**src/rtl/peripheral_uart_rx_drain_wb.sv**
```systemverilog
// RX FIFO drain controller: moves UART receive FIFO entries onto a valid/ready
// byte stream in bounded bursts and raises trigger/timeout/error interrupts.
module peripheral_uart_rx_drain_wb #(
    parameter int FIFO_COUNTER_W = 5,
    parameter int REC_W          = 11,
    parameter int MAX_BURST      = 8,
    parameter int DROP_ERR       = 0
) (
    input  logic                      clk,
    input  logic                      wb_rst_i,
    input  logic                      ctrl_en,
    input  logic [1:0]                trig_lvl,
    input  logic [2:0]                ie,
    input  logic                      irq_clr,
    input  logic [FIFO_COUNTER_W-1:0] rf_count,
    input  logic [REC_W-1:0]          rf_data_out,
    input  logic [9:0]                counter_t,
    output logic                      rf_pop,
    output logic                      m_valid,
    output logic [7:0]                m_data,
    output logic [2:0]                m_err,
    input  logic                      m_ready,
    output logic [7:0]                err_cnt,
    output logic                      irq,
    output logic                      busy
);

    typedef enum logic [1:0] {IDLE, ARM, LOAD, SEND} state_t;

    localparam logic [FIFO_COUNTER_W-1:0] LP_MAX = FIFO_COUNTER_W'(MAX_BURST);

    state_t                    r_state;
    state_t                    w_next;
    logic [4:0]                r_rem;
    logic                      r_m_valid;
    logic [7:0]                r_m_data;
    logic [2:0]                r_m_err;
    logic [7:0]                r_err_cnt;
    logic                      r_irq;
    logic                      r_busy;
    logic                      r_tout_f;
    logic                      r_err_f;
    logic                      r_trig_f;

    logic [FIFO_COUNTER_W-1:0] w_thr;
    logic                      w_tout;
    logic                      w_start;
    logic                      w_load_ok;
    logic                      w_pop;
    logic                      w_entry_err;
    logic                      w_drop;
    logic [4:0]                w_rem_dec;
    logic [4:0]                w_burst;

    always_comb begin
        w_thr = FIFO_COUNTER_W'(1);
        case (trig_lvl)
            2'b01:   w_thr = FIFO_COUNTER_W'(4);
            2'b10:   w_thr = FIFO_COUNTER_W'(8);
            2'b11:   w_thr = FIFO_COUNTER_W'(14);
            default: w_thr = FIFO_COUNTER_W'(1);
        endcase
    end

    assign w_tout      = (counter_t == 10'd0) && (rf_count != '0);
    assign w_start     = ctrl_en && ((rf_count >= w_thr) || w_tout);
    assign w_load_ok   = ctrl_en && (rf_count != '0) && (r_rem != 5'd0);
    assign w_entry_err = |rf_data_out[2:0];
    assign w_drop      = (DROP_ERR != 0) && w_entry_err;
    assign w_rem_dec   = r_rem - 5'd1;
    assign w_burst     = (rf_count > LP_MAX) ? 5'(LP_MAX) : 5'(rf_count);

    // The pop strobe is decoded from the registered LOAD state so the abort
    // check and the FIFO head are evaluated in the same cycle as the pop.
    assign w_pop       = (r_state == LOAD) && w_load_ok;

    always_ff @(posedge clk or posedge wb_rst_i) begin
        if (wb_rst_i) r_state <= IDLE;
        else          r_state <= w_next;
    end

    always_comb begin
        w_next = r_state;
        case (r_state)
            IDLE: if (w_start) w_next = ARM;
            ARM:  w_next = LOAD;
            LOAD: begin
                if (!w_load_ok)              w_next = IDLE;
                else if (w_drop)             w_next = (w_rem_dec != 5'd0) ? LOAD : IDLE;
                else                         w_next = SEND;
            end
            SEND: if (m_ready)           w_next = (r_rem != 5'd0) ? LOAD : IDLE;
            default:                     w_next = IDLE;
        endcase
    end

    always_ff @(posedge clk or posedge wb_rst_i) begin
        if (wb_rst_i) begin
            r_rem     <= 5'd0;
            r_m_valid <= 1'b0;
            r_m_data  <= 8'd0;
            r_m_err   <= 3'd0;
            r_err_cnt <= 8'd0;
            r_irq     <= 1'b0;
            r_busy    <= 1'b0;
            r_tout_f  <= 1'b0;
            r_err_f   <= 1'b0;
            r_trig_f  <= 1'b0;
        end else begin
            if (r_state == ARM) r_rem <= w_burst;
            else if (w_pop)     r_rem <= w_rem_dec;

            if (w_pop) begin
                r_m_data <= rf_data_out[REC_W-1 -: 8];
                r_m_err  <= rf_data_out[2:0];
            end

            r_m_valid <= (w_next == SEND);
            r_busy    <= (w_next != IDLE);

            if (w_pop && w_entry_err && (r_err_cnt != 8'hFF))
                r_err_cnt <= r_err_cnt + 8'd1;

            // Sticky flags: a new set condition wins over a same-cycle clear.
            if (w_tout)                  r_tout_f <= 1'b1;
            else if (w_pop || irq_clr)   r_tout_f <= 1'b0;

            if (w_pop && w_entry_err)    r_err_f <= 1'b1;
            else if (irq_clr)            r_err_f <= 1'b0;

            r_trig_f <= (rf_count >= w_thr);
            r_irq    <= |({r_err_f, r_tout_f, r_trig_f} & ie);
        end
    end

    assign rf_pop  = w_pop;
    assign m_valid = r_m_valid;
    assign m_data  = r_m_data;
    assign m_err   = r_m_err;
    assign err_cnt = r_err_cnt;
    assign irq     = r_irq;
    assign busy    = r_busy;

endmodule

```
**config.mk**
```make
export PLATFORM = sky130hd
export DESIGN_NAME = peripheral_uart_rx_drain_wb
export DESIGN_NICKNAME = d
export VERILOG_FILES = /design/src/rtl/peripheral_uart_rx_drain_wb.sv
export SDC_FILE = /design/constraint.sdc
export NUM_CORES = 1
export LEC_CHECK = 0
export ABC_CLOCK_PERIOD_IN_PS = 2120
export CAP_MARGIN = 5
export CELL_PAD_IN_SITES_DETAIL_PLACEMENT = 1
export CELL_PAD_IN_SITES_GLOBAL_PLACEMENT = 1
export CORE_UTILIZATION = 43
export CTS_BUF_LIST = sky130_fd_sc_hd__clkbuf_8
export CTS_CLUSTER_SIZE = 25
export DETAILED_ROUTE_END_ITERATION = 8
export DONT_BUFFER_PORTS = 1
export PLACE_DENSITY_LB_ADDON = 0.08
export SLEW_MARGIN = 20
export SYNTH_ARGS = -nofsm -noshare
export SYNTH_HDL_FRONTEND = slang
export SYNTH_SLANG_ARGS = --single-unit
```
**constraint.sdc**
```tcl
create_clock -name clk -period 2.12 [get_ports clk]
set_clock_uncertainty 0.1 [all_clocks]
set_input_delay 0.106 -clock clk [delete_from_list [all_inputs] [get_ports clk]]
set_output_delay 0.106 -clock clk [all_outputs]
set_load 0.005 [all_outputs]
```
# Yosys cells after proc, flatten, opt, wreduce, memory -nomap -nowiden
# Cells that the tools add are included.
# word_totals
output_inout_bits,23
wordCells,56
ff_bits,32
inputBits,36
# classes
magnitude_cmp,2
add_sub_neg,2
bitwise_logic,1
muxes,13
eq_ne,8
n_reduce_logical,19
# ops
op,count
5-bit 2-to-1 mux,3
4-bit one-hot mux with 3 select lines,1
"2-bit == test, second input constant",5
10-bit logical NOT,1
5-bit nonzero test,2
"8-bit by 1-bit adder with 8-bit output, second input constant",1
2-bit 2-to-1 mux,4
"8-bit != test, second input constant",1
2-bit one-hot mux with 4 select lines,1
2-bit nonzero test,4
1-bit logical AND,7
3-bit OR reduction,2
5-bit >= comparator,1
"5-bit by 4-bit > comparator with 1-bit output, second input constant",1
"5-bit by 1-bit subtractor with 5-bit output, second input constant",1
"2-bit by 1-bit == test with 1-bit output, second input constant",2
1-bit 2-to-1 mux,4
3-bit bitwise AND,1
2-bit logical NOT,1
1-bit logical OR,2

# Logic depth before layout (Yosys ltp)
# Gate-level depths: netlist (run 1).
# depth
word_depth,8
depth_mapped,8
mapped_depth_nobuf,7

# Worst setup path before layout (run 1)
# Ideal clock, no wire load.
# synth_timing
path_kind,reg2reg
start,register r_rem[0]
end,"register r_err_cnt[7], in the netlist err_cnt[7]"
setup_slack_ns,0.131
path_stages_with_launch,8
arrival_ns,1.810
path_buffers,1
setup_time_ns,0.079
t_required_ns,1.941
synth_period_minus_slack_ns,1.989
path_cell_list,dfrtp_1 inv_1 ha_1 nor4b_1 or4b_1 buf_2 nor4_4 xor2_1
# synth_via
elab_chain_cells,5
# synth_lines
element,line_no,rtl
start: declaration,34,logic [4:0] r_rem;
start signal: assignment,110,if (r_state == ARM) r_rem <= w_burst;
start signal: assignment,111,else if (w_pop) r_rem <= w_rem_dec;
5-bit nonzero test,67,assign w_load_ok = ctrl_en && (rf_count != '0) && (r_rem != 5'd0);
1-bit logical AND,67,
1-bit logical AND,75,assign w_pop = (r_state == LOAD) && w_load_ok;
1-bit logical AND (2 in a row),121,if (w_pop && w_entry_err && (r_err_cnt != 8'hFF))
end signal: assignment,122,r_err_cnt <= r_err_cnt + 8'd1;
end: declaration,38,logic [7:0] r_err_cnt;
# No other way between the ends.
# A chain may end at the register's enable or synchronous reset.

# Worst setup path after layout (run 1)
# Same ends and word-level chain as after synthesis.

==> metrics.md, run 1 <==
| Metric | Value |
|---|---|
| Layout filler cell count | 382 |
| Antenna Violating Nets Remaining | 0 |
| Ant diodes | 0 |
| Layout cell share with drive strength beyond 1 | 12.0% |
| I/O Buffers | 0 |
| Buf+Inv Stages, Crit Path | 1 |
| Met2 GRT Util | 42.9% |
| HP Class | input pin to register |
| Synth top area share | 53.6% |
| RSZ-0062 raised after global routing | no |
| Run status | finished, final reports clean |
| Yosys warns | 0 |
| Synth cell types | 31 |
| Grt peak-use layer | met2 |
| CP Cell Sequence | inv_1 > ha_1 > nor4b_1 > or4b_4 > nor4_4 > xor2_1 |
| Starting density of the core | 44.8% |
| Post-route insts no fill | 237 |
| Met3 Use GR | 5.54% |
| Synth area leader | dfrtp_1 |
| Fmax | 490 MHz |
| Skew-Pair Late Insertion Delay | 0.28 ns |
| Final Max Slew Viols | 0 |
| Avg Vias per Cell | 5.32 |
| Netlist Area Pre-Place | 1490 µm² |
| Initial antenna violation count | 0 |
| # IOs | 59 |
| Max IR drop VDD | 474 µV |
| Syn-to-layout area delta | 29.7% |
| Largest net degree at the start of global routing | 22 |
| Final Hold Fails | 0 |
| Max Cap Viol | 0 |
| Clk buf depth | 2 |
| CTS tree | built |
| Critical path peak fanout | 8 |
| Drt pass-1 iters | 4 |
| Die Width | 60.9 µm |
| Num rows | 21 |
| H-tree depth | 2 |
| DP Wirelength | 2710 µm |
| Asr flop ratio synth | 100% |
| Die footprint | 3710 µm² |
| Element type at the critical path end | register |
| Setup WS post-layout | 0.0787 ns |
| Final setup fails | 0 |
| Worst slack, placed | -0.0305 ns |
| Max incr delay on CP | 0.62 ns |
| Nets@finish | 232 |
| Synth Flop Type | dfrtp_1 |
| Syn nets | 196 |
| DRC | 0 |
| Crit Path Category | register to register |
| Seq/Total Area, Yosys | 53.6% |
| WP data arrival | 2.15 ns |
| Fin crit share | 96.3% |
| Worst slew margin | 69.9% |
| Clock sinks | 32 |
| Drt first-iter violations | 40 |
| Total Routing Usage GR | 23.3% |
| Vias in the first global route | 1441 |
| Clk Tree Root Cell | clkbuf_8 |
| EDFF count, synth | 0 |
| Slowest-stage cell, CP | or4b_4 |
| Core region area | 3340 µm² |
| Yosys reg bits | 32 |
| GR Overflow Total | 0 |
| Final core utilization | 58.1% |
| Syn Area/Cell | 9.70 µm² |
| WL/cell | 16.0 µm |
| Top delay family on crit path | simple AND/OR/NAND/NOR gates |
| Number of setup buffers added after CTS | 0 |
| M1 GR Usage | 25.4% |
| Leak pwr | 0.956 nW |
| Critical Path RT | 2.23 ns |
| Final Critical Period | 2.04 ns |
| Worst-path clk slew | 0.07 ns |
| Die H | 60.9 µm |
| Pwr dens | 1140 nW/µm² |
| Syn Inst Count | 154 |
| Vias | 1262 |
| First-pass GRT wire length | 6290 µm |
| Slew @ Worst Pin | 0.451 ns |
| WL final | 3800 µm |
| Placed cell count | 207 |
| CTS Buf Count | 5 |
| Synth top area cells | dfrtp_1 (54%), nand2_1 (11%), ha_1 (5.0%) |
| GPL Wtd Cong | 0.757 |
| Critical path startpoint category | register |
## Yosys cell counts (2+ instances only)
| cell type | count |
|---|---|
| nand3b_1 | 2 |
| nor3_1 | 6 |
| ha_1 | 6 |
| nor2_1 | 7 |
| nand3_1 | 5 |
| a22o_1 | 2 |
| inv_1 | 10 |
| nand2b_1 | 4 |
| nor4_1 | 2 |
| or3_1 | 2 |
| a21oi_1 | 3 |
| xor2_1 | 6 |
| xnor2_1 | 3 |
| o21ai_0 | 4 |
| a31oi_1 | 3 |
| nand2_1 | 43 |
| dfrtp_1 | 32 |
## logic make-up (layout without fill, tap and decap cells)
kind of cell | after synthesis | in the layout | synth area share (%)
simple gates | 75 | 75 | 23.8
compound gates | 18 | 18 | 8.21
flops | 32 | 32 | 53.6
buf+inv | 13 | 50 | 3.35
mux | 1 | 1 | 0.754
xor+xnor | 9 | 9 | 5.28
fa+ha+maj | 6 | 6 | 5.02
## report_power, final
part	switching (mW)	internal (mW)
logic	0.394	0.338
registers	0.171	0.833
clock network	0.219	0.255
total	0.784	1.43
## final cells by class
type | instances | area, µm² | share of cell area [%]
Sequential cell | 32 | 801 | 41.3
Clock buffer | 6 | 82.6 | 4.26
Timing Repair Buffer | 32 | 295 | 15.2
Clock inverter | 2 | 7.51 | 0.387
Multi-Input combinational cell | 109 | 657 | 33.9
Inverter | 10 | 37.5 | 1.94
Tap cell | 46 | 57.6 | 2.97
## state kept, by name, summed over array words and instances (netlist names)
register	cells
busy	1
err_cnt	8
r_rem	5
m_err	3
r_state	2
irq	1
m_valid	1
r_tout_f	1
r_err_f	1
r_trig_f	1
m_data	8
## layer usage
metal  routed length [µm]  vias to the layer above
met5                    0                        -
met1                 1530                      619
met3                  206                        7
met4                   81                        0
li1                     -                      586
met2                 1990                       50
## path summary, 6_finish.rpt
kind	start	to	slack (ns)	cells past startpoint
setup / recovery	r_rem[0]	err_cnt[7]	0.08	6
hold / removal	ctrl_en	r_state[0]	0.04	3
setup reg to reg	r_rem[0]	err_cnt[7]	0.08	6
hold reg to reg	r_err_f	r_err_f	0.40	1
max in group asynchronous	wb_rst_i	r_state[1]	1.11	3
min in group asynchronous	wb_rst_i	m_err[0]	0.17	2
## placed cells by master, fill, tap and decap left out, drive strengths merged, types with 4 or more instances in the layout
master and count:
a21oi 4, buf 10, clkbuf 6, dfrtp 32, dlygate4sd3 22, ha 6
inv 12, nand2 43, nand2b 4, nand3 5, nor2 7, nor3 6
o21ai 4, xor2 6
## worst register-to-register path, stage by stage (launching register included)
cell and delay, ns:
dfrtp_1 0.34, inv_1 0.07, ha_1 0.22, nor4b_1 0.16, or4b_4 0.62, nor4_4 0.29, xor2_1 0.16
## timing repair
| action | CTS | global route |
|---|---|---|
| endpoints found under the setup margin | 2 | 2 |
| hold endpoints to repair | 32 | 0 |
| resized for setup | 1 | 2 |
| hold buffers | 22 | 0 |
## stage by stage
| step | hold WS, ns | area, µm² | setup TNS [ns] | power (mW) |
|---|---|---|---|---|
| floorplan | 0.111 | 1490 | 0 | 1.42 |
| global placement | -0.0932 | 1610 | 0 | 1.63 |
| detailed placement | -0.0727 | 1610 | -0.0339 | 1.69 |
| CTS | 0.0394 | 1930 | 0 | 2.21 |
| global route | 0.0766 | 1940 | 0 | 2.38 |
| finish | 0.0450 | 1940 | 0 | 2.21 |
No activity file was read; power rests on OpenSTA's default activity.
==> inputs of run 2 (changes only) <==
--- a/config.mk
+++ b/config.mk
@@ -9,12 +9,14 @@
 export CAP_MARGIN = 5
 export CELL_PAD_IN_SITES_DETAIL_PLACEMENT = 1
 export CELL_PAD_IN_SITES_GLOBAL_PLACEMENT = 1
+export CORE_MARGIN = 4
 export CORE_UTILIZATION = 43
 export CTS_BUF_LIST = sky130_fd_sc_hd__clkbuf_8
 export CTS_CLUSTER_SIZE = 25
 export DETAILED_ROUTE_END_ITERATION = 8
 export DONT_BUFFER_PORTS = 1
 export PLACE_DENSITY_LB_ADDON = 0.08
+export REMOVE_ABC_BUFFERS = 1
 export SLEW_MARGIN = 20
 export SYNTH_ARGS = -nofsm -noshare
 export SYNTH_HDL_FRONTEND = slang
==> run 2 against run 1 <==
  * Maximum frequency increased by 0.95%
  * Sequential share of layout area shrank 1.2 points
  * Power is 9.3% higher
  * Routed wire length grew 3.3%
  * Sequential power hardly changed
  * Combinational power rose by 4.4%
  * Clock power up 35%
  * Count of clock-buffer cells in the layout grew 1
  * Global-route usage is 4.3 points lower
  * Critical path depth grew 1
  * Critical endpoint is now err_cnt[5]
  * Largest cell class unchanged
  * Largest power group unchanged
==> metrics.md, run 2 (synthesis gave the netlist of run 1 again) <==
| Metric | Value |
|---|---|
| Run status | finished, final reports clean |
| Drt pass-1 iters | 4 (unchanged) |
| Comb power frac | 31.6% (-1.5 points) |
| Critical path startpoint category | register |
| Final Max Slew Viols | 0 (unchanged) |
| Ant diodes | 0 (unchanged) |
| HP Class | input pin to register |
| # IOs | 59 (unchanged) |
| Critical path peak fanout | 8 (unchanged) |
| WL/cell | 16.4 µm (+2.5%) |
| Design Power | 2.42 mW (+9.3%) |
| Avg Vias per Cell | 5.20 (-2.3%) |
| Commonest non-fill, non-tap cells in the layout | nand2_1 (43), dfrtp_1 (32), dlygate4sd3_1 (21), buf_4 (11), inv_1 (10) |
| Final setup fails | 0 (unchanged) |
| Initial antenna violation count | 0 (unchanged) |
| Reg area | 801 µm² (unchanged) |
| Finished Cell Area | 2000 µm² (+3.0%) |
| Worst slew margin | 56.5% (-13 points) |
| Largest net degree at the start of global routing | 18 (-18%) |
| Seq pwr share | 42.0% (-3.4 points) |
| Skew-Pair Late Insertion Delay | 0.28 ns (about the same) |
| GPL Wtd Cong | 0.794 (+4.8%) |
| CTS Buf Count | 5 (unchanged) |
| Core region area | 3340 µm² (unchanged) |
| First-pass GRT wire length | 6320 µm (+0.56%) |
| Critical Path RT | 2.23 ns (about the same) |
| Vias in the first global route | 1323 (-8.2%) |
| Internal Power | 1.61 mW (+13%) |
| Setup WS post-layout | 0.0979 ns (+0.0191 ns) |
| Crit Path Category | register to register |
| Antenna Violating Nets Remaining | 0 (unchanged) |
| Die Width | 66.9 µm (+9.8%) |
| Worst-path clk slew | 0.07 ns (about the same) |
| WP data arrival | 2.13 ns (-0.02 ns) |
| Die footprint | 4480 µm² (+21%) |
| Layout filler cell count | 374 (-2.1%) |
| Post-route insts no fill | 239 (+0.84%) |
| Drt first-iter violations | 61 (+53%) |
| Reg2Reg Setup Slack | 0.1 ns (+0.02 ns) |
| H-tree depth | 2 (unchanged) |
| GR Overflow Total | 0 (unchanged) |
| Worst reg2reg path startpoint | err_cnt[0] |
| Switching Fraction | 33.3% (-2.1 points) |
| Placed cell count | 209 (+0.97%) |
| Vias | 1243 (-1.5%) |
| Most common cell after layout, fill and taps aside | nand2_1 |
| DP Wirelength | 2800 µm (+3.4%) |
| Setup TNS Final | 0 ns (unchanged) |
| Worst r2r path cells | 7 (+1) |
| Slew @ Worst Pin | 0.651 ns (+0.200 ns) |
| Pwr dens | 1210 nW/µm² (+6.1%) |
| CTS tree | built |
| P_sw | 0.805 mW (+2.7%) |
| Starting density of the core | 44.8% (unchanged) |
| Total Routing Usage GR | 19.0% (-4.3 points) |
| Clk Tree Root Cell | clkbuf_8 |
| Leak pwr | 0.980 nW (+2.5%) |
| Syn-to-layout area delta | 33.7% |
| Clock sinks | 32 (unchanged) |
| I/O Buffers | 0 (unchanged) |
| Num rows | 21 (unchanged) |
| Clock power share | 26.4% (+5.0 points) |
| Hold Path Depth | 3 (unchanged) |
| Fmax | 495 MHz (+0.95%) |
| Worst slack, placed | 0.0425 ns (+0.0730 ns) |
| Layout cell share with drive strength beyond 1 | 14.0% (+1.9 points) |
| WL final | 3930 µm (+3.3%) |
| Fin crit share | 95.4% (-0.90 points) |
| Final Hold Fails | 0 (unchanged) |
| Reg2reg end | err_cnt[5] |
| Hold path endpoint | busy |
| Die H | 66.9 µm (+9.8%) |
| Hold Path Origin | ctrl_en |
| Nets@finish | 234 (+0.86%) |
| DRC | 0 (unchanged) |
| Clk buf depth | 2 (unchanged) |
| Element type at the critical path end | register |
| Final Critical Period | 2.02 ns (-0.0191 ns) |
| Dpl cell area | 1640 µm² (+1.7%) |
| Max IR drop VDD | 650 µV (+37%) |
| Multi-input logic area | 651 µm² (-0.95%) |
| Max Cap Viol | 0 (unchanged) |
## run 2: per-layer routing
| layer | wire length [µm] | global-route usage [%] |
|---|---|---|
| met5 | 0 | 0 |
| met4 | 46 | 5.06 |
| met3 | 272 | 7.08 |
| met2 | 2020 | 32.7 |
| met1 | 1590 | 22.2 |
## run 2: repair_timing
| item | 4_1_cts | 5_1_grt |
|---|---|---|
| hold buffers | 21 | 0 |
| gates resized for setup | 0 | 3 |
| hold endpoints to repair | 37 | 0 |
| buffers inserted | 0 | 1 |
| setup endpoints to repair | 0 | 3 |
## run 2: worst max path at each step
stage,startpoint,endpoint,slack [ns],depth (start not counted)
floorplan,r_rem[0],err_cnt[7],0.08,6
global placement,r_rem[0],err_cnt[7],0.12,7
detailed placement,r_rem[0],err_cnt[7],0.04,7
CTS,r_rem[0],err_cnt[7],0.02,7
global route,r_rem[0],err_cnt[5],-0.009,7
finish,err_cnt[0],err_cnt[5],0.1,7
## run 2: critical path, cell delays in order (launching register included)
cell	delay (ns)
dfrtp_1	0.41
ha_2	0.21
nand3_2	0.09
nor3_1	0.05
or4b_1	0.54
buf_6	0.16
nor3_1	0.23
xor2_1	0.17
## run 2: layout make-up
class | count | share of cell area [%]
clock inverter | 1 | 1.50
inverter | 10 | 1.88
timing repair buffer | 34 | 16.2
clock buffer | 7 | 4.82
multi-input combinational | 109 | 32.6
sequential | 32 | 40.1
tap | 46 | 2.88
## run 2: metrics by stage
step,utilization (%),hold WS (ns)
global route,59.8,0.0791
CTS,59.3,0.0433
floorplan,-,0.111
finish,59.8,0.0564
detailed placement,49.2,0.0261
global placement,49.2,0.0142
## run 2: power by group through the flow
stage               clock (mW)  combinational, mW  sequential [mW]
finish                   0.638              0.764             1.01
global route             0.678              0.859             1.05
detailed placement           0              0.685             1.02
global placement             0              0.652             1.01
floorplan                    0              0.424            0.990
CTS                      0.650              0.736             1.01
==> inputs of run 3 (changes only) <==
--- a/config.mk
+++ b/config.mk
@@ -10,7 +10,7 @@
 export CELL_PAD_IN_SITES_DETAIL_PLACEMENT = 1
 export CELL_PAD_IN_SITES_GLOBAL_PLACEMENT = 1
 export CORE_MARGIN = 4
-export CORE_UTILIZATION = 43
+export CORE_UTILIZATION = 30
 export CTS_BUF_LIST = sky130_fd_sc_hd__clkbuf_8
 export CTS_CLUSTER_SIZE = 25
 export DETAILED_ROUTE_END_ITERATION = 8
==> run 3 against run 2 <==
  * Hold slack gained 0.0037 ns
  * Register-to-register slack hardly changed
  * Highest routed layer unchanged
  * Die area increased by 38%
  * Sequential power about the same
  * Worst setup slack gained 0.0023 ns
  * Power shrank 11%
  * Critical path type unchanged
  * Final area is 3.4% lower
  * Largest power group unchanged
  * Critical path depth decreased by 1
==> metrics.md, run 3 (synthesis gave the netlist of run 1 again) <==
| Metric | Value |
|---|---|
| Max Cap Viol | 0 (unchanged) |
| Worst r2r path cells | 6 (-1) |
| Switching Fraction | 36.0% (+2.7 points) |
| HP Class | input pin to register |
| Final Critical Period | 2.02 ns (-0.00228 ns) |
| Skew-Pair Late Insertion Delay | 0.28 ns (about the same) |
| Grt peak-use layer | met2 |
| CTS Buf Count | 5 (unchanged) |
| Vias | 1218 (-2.0%) |
| Critical path startpoint category | register |
| Vias in the first global route | 1392 (+5.2%) |
| Syn-to-layout area delta | 29.1% |
| RSZ-0062 raised after global routing | no |
| Number of setup buffers added after CTS | 0 (unchanged) |
| Critical Path RT | 2.22 ns (about the same) |
| DRC | 0 (unchanged) |
| Largest net degree at the start of global routing | 21 (+3) |
| Met3 Use GR | 4.59% (-2.5 points) |
| Dpl cell area | 1630 µm² (-0.99%) |
| Drt first-iter violations | 19 (-69%) |
| P_sw | 0.772 mW (-4.1%) |
| Starting density of the core | 31.2% (-14 points) |
| Buf+Inv Stages, Crit Path | 1 (unchanged) |
| Hold Path Depth | 3 (unchanged) |
| Layout filler cell count | 563 (+51%) |
| Die footprint | 6170 µm² (+38%) |
| CTS tree | built |
| Placed cell count | 226 (+8.1%) |
| Layout cell share with drive strength beyond 1 | 11.2% (-2.8 points) |
| Worst reg2reg path startpoint | r_rem[0] |
| Hold slack | 0.0601 ns (+0.00373 ns) |
| Final setup fails | 0 (unchanged) |
| WP data arrival | 2.12 ns (about the same) |
| Max incr delay on CP | 0.56 ns (+0.02 ns) |
| Hold Path Origin | ctrl_en |
| Clock sinks | 32 (unchanged) |
| Initial antenna violation count | 0 (unchanged) |
| Internal Power | 1.37 mW (-15%) |
| I/O Buffers | 0 (unchanged) |
| Crit Path Category | register to register |
| Met2 GRT Util | 23.2% (-9.5 points) |
| Element type at the critical path end | register |
| Die Width | 78.6 µm (+17%) |
| Seq pwr share | 47.9% (+5.9 points) |
| CP Cell Sequence | inv_1 > ha_1 > nor4b_2 > or4b_4 > nor4_4 > xor2_1 |
| Leak pwr | 0.935 nW (-4.5%) |
| WL final | 3950 µm (+0.56%) |
| Num rows | 25 (+19%) |
| Clk Tree Root Cell | clkbuf_8 |
| Worst slew margin | 67.3% (+11 points) |
| Clk buf depth | 2 (unchanged) |
| Top delay family on crit path | simple AND/OR/NAND/NOR gates |
| Slowest-stage cell, CP | or4b_4 |
| Slew @ Worst Pin | 0.491 ns (-0.160 ns) |
| Max IR drop VDD | 366 µV (-44%) |
| Finished Cell Area | 1930 µm² (-3.4%) |
| Final Max Slew Viols | 0 (unchanged) |
| First-pass GRT wire length | 6490 µm (+2.6%) |
| M1 GR Usage | 15.2% (-6.9 points) |
| Die H | 78.6 µm (+17%) |
| WL/cell | 15.6 µm (-5.4%) |
| Reg2reg end | err_cnt[7] |
| Comb power frac | 32.1% (+0.5 points) |
| Nets@finish | 229 (-2.1%) |
| Drt pass-1 iters | 4 (unchanged) |
| Clock power share | 20.0% (-6.4 points) |
| Worst slack, placed | -0.0701 ns (-0.113 ns) |
| Final Hold Fails | 0 (unchanged) |
| Hold path endpoint | busy |
| Fin crit share | 95.3% (-0.11 points) |
| Pwr dens | 1110 nW/µm² (-8.1%) |
| Most common cell after layout, fill and taps aside | nand2_1 |
| Commonest non-fill, non-tap cells in the layout | nand2_1 (43), dfrtp_1 (32), dlygate4sd3_1 (21), inv_1 (11), buf_4 (8) |
| # IOs | 59 (unchanged) |
| GR Overflow Total | 0 (unchanged) |
| Ant diodes | 0 (unchanged) |
| Avg Vias per Cell | 4.80 (-7.8%) |
| GPL Wtd Cong | 0.785 (-1.2%) |
| H-tree depth | 2 (unchanged) |
| Worst-path clk slew | 0.07 ns (about the same) |
| Antenna Violating Nets Remaining | 0 (unchanged) |
| Fmax | 495 MHz (+0.11%) |
| Run status | finished, final reports clean |
| Critical path peak fanout | 8 (unchanged) |
| DP Wirelength | 2980 µm (+6.5%) |
| Post-route insts no fill | 254 (+6.3%) |
| Setup WS post-layout | 0.100 ns (+0.00228 ns) |
| Reg2Reg Setup Slack | 0.10 ns (about the same) |
| Total Routing Usage GR | 13.4% (-5.7 points) |
| Core region area | 4790 µm² (+43%) |
run 3: layout make-up:
class                           instances  area [µm²]  share of cell area, %
Clock buffer                            5        68.8                   3.57
Tap cell                               67        83.8                   4.35
Multi-Input combinational cell        109         658                   34.1
Inverter                               10        37.5                   1.95
Clock inverter                          2        8.76                  0.454
Timing Repair Buffer                   29         270                   14.0
Sequential cell                        32         801                   41.5
run 3: power groups by stage:
stage	Clock [mW]	Sequential [mW]	Combinational, mW
final	0.429	1.03	0.689
after global routing	0.481	1.06	0.773
after CTS	0.447	1.03	0.692
after detailed placement	0	1.04	0.649
after global placement	0	1.03	0.609
after floorplan	0	0.990	0.424
run 3: metrics by stage:
stage / util, % / setup TNS, ns / total power [mW]
2_1_floorplan: - / 0 / 1.41
3_3_place_gp: 34.0 / -0.00368 / 1.64
3_5_place_dp: 34.0 / -0.122 / 1.68
4_1_cts: 40.1 / 0 / 2.17
5_1_grt: 40.3 / 0 / 2.31
6_report: 40.3 / 0 / 2.14
run 3: what timing repair did:
item / CTS / global route
endpoints found under the setup margin: 3 / 3
endpoints found under the hold margin: 34 / 0
gates resized for setup: 1 / 2
pin swaps: 0 / 1
hold buffers: 21 / 0
run 3: per-layer routing:
metal | share of wire [%] | wire (µm)
met1 | 43 | 1700
met3 | 5.5 | 216
met4 | 0.94 | 37
met2 | 51 | 2000
met5 | 0 | 0
run 3: how the worst max path moves through the flow:
stage | start | to | slack [ns] | depth (start not counted)
after global placement | r_rem[0] | err_cnt[7] | -0.004 | 6
after floorplan | r_rem[0] | err_cnt[7] | 0.08 | 6
final | r_rem[0] | err_cnt[7] | 0.10 | 6
after CTS | r_rem[0] | err_cnt[7] | 0.05 | 6
after detailed placement | r_rem[0] | err_cnt[7] | -0.07 | 6
after global routing | r_rem[0] | err_cnt[7] | 0.02 | 6
run 3: worst register-to-register path, delay by kind of cell (launching register included):
kind | cells | cell delay, ns
xor gates and xnor gates | 1 | 0.16
and+or+nand+nor | 3 | 1.03
DFF | 1 | 0.34
adders and majority gates | 1 | 0.24
buffers and inverters | 1 | 0.06
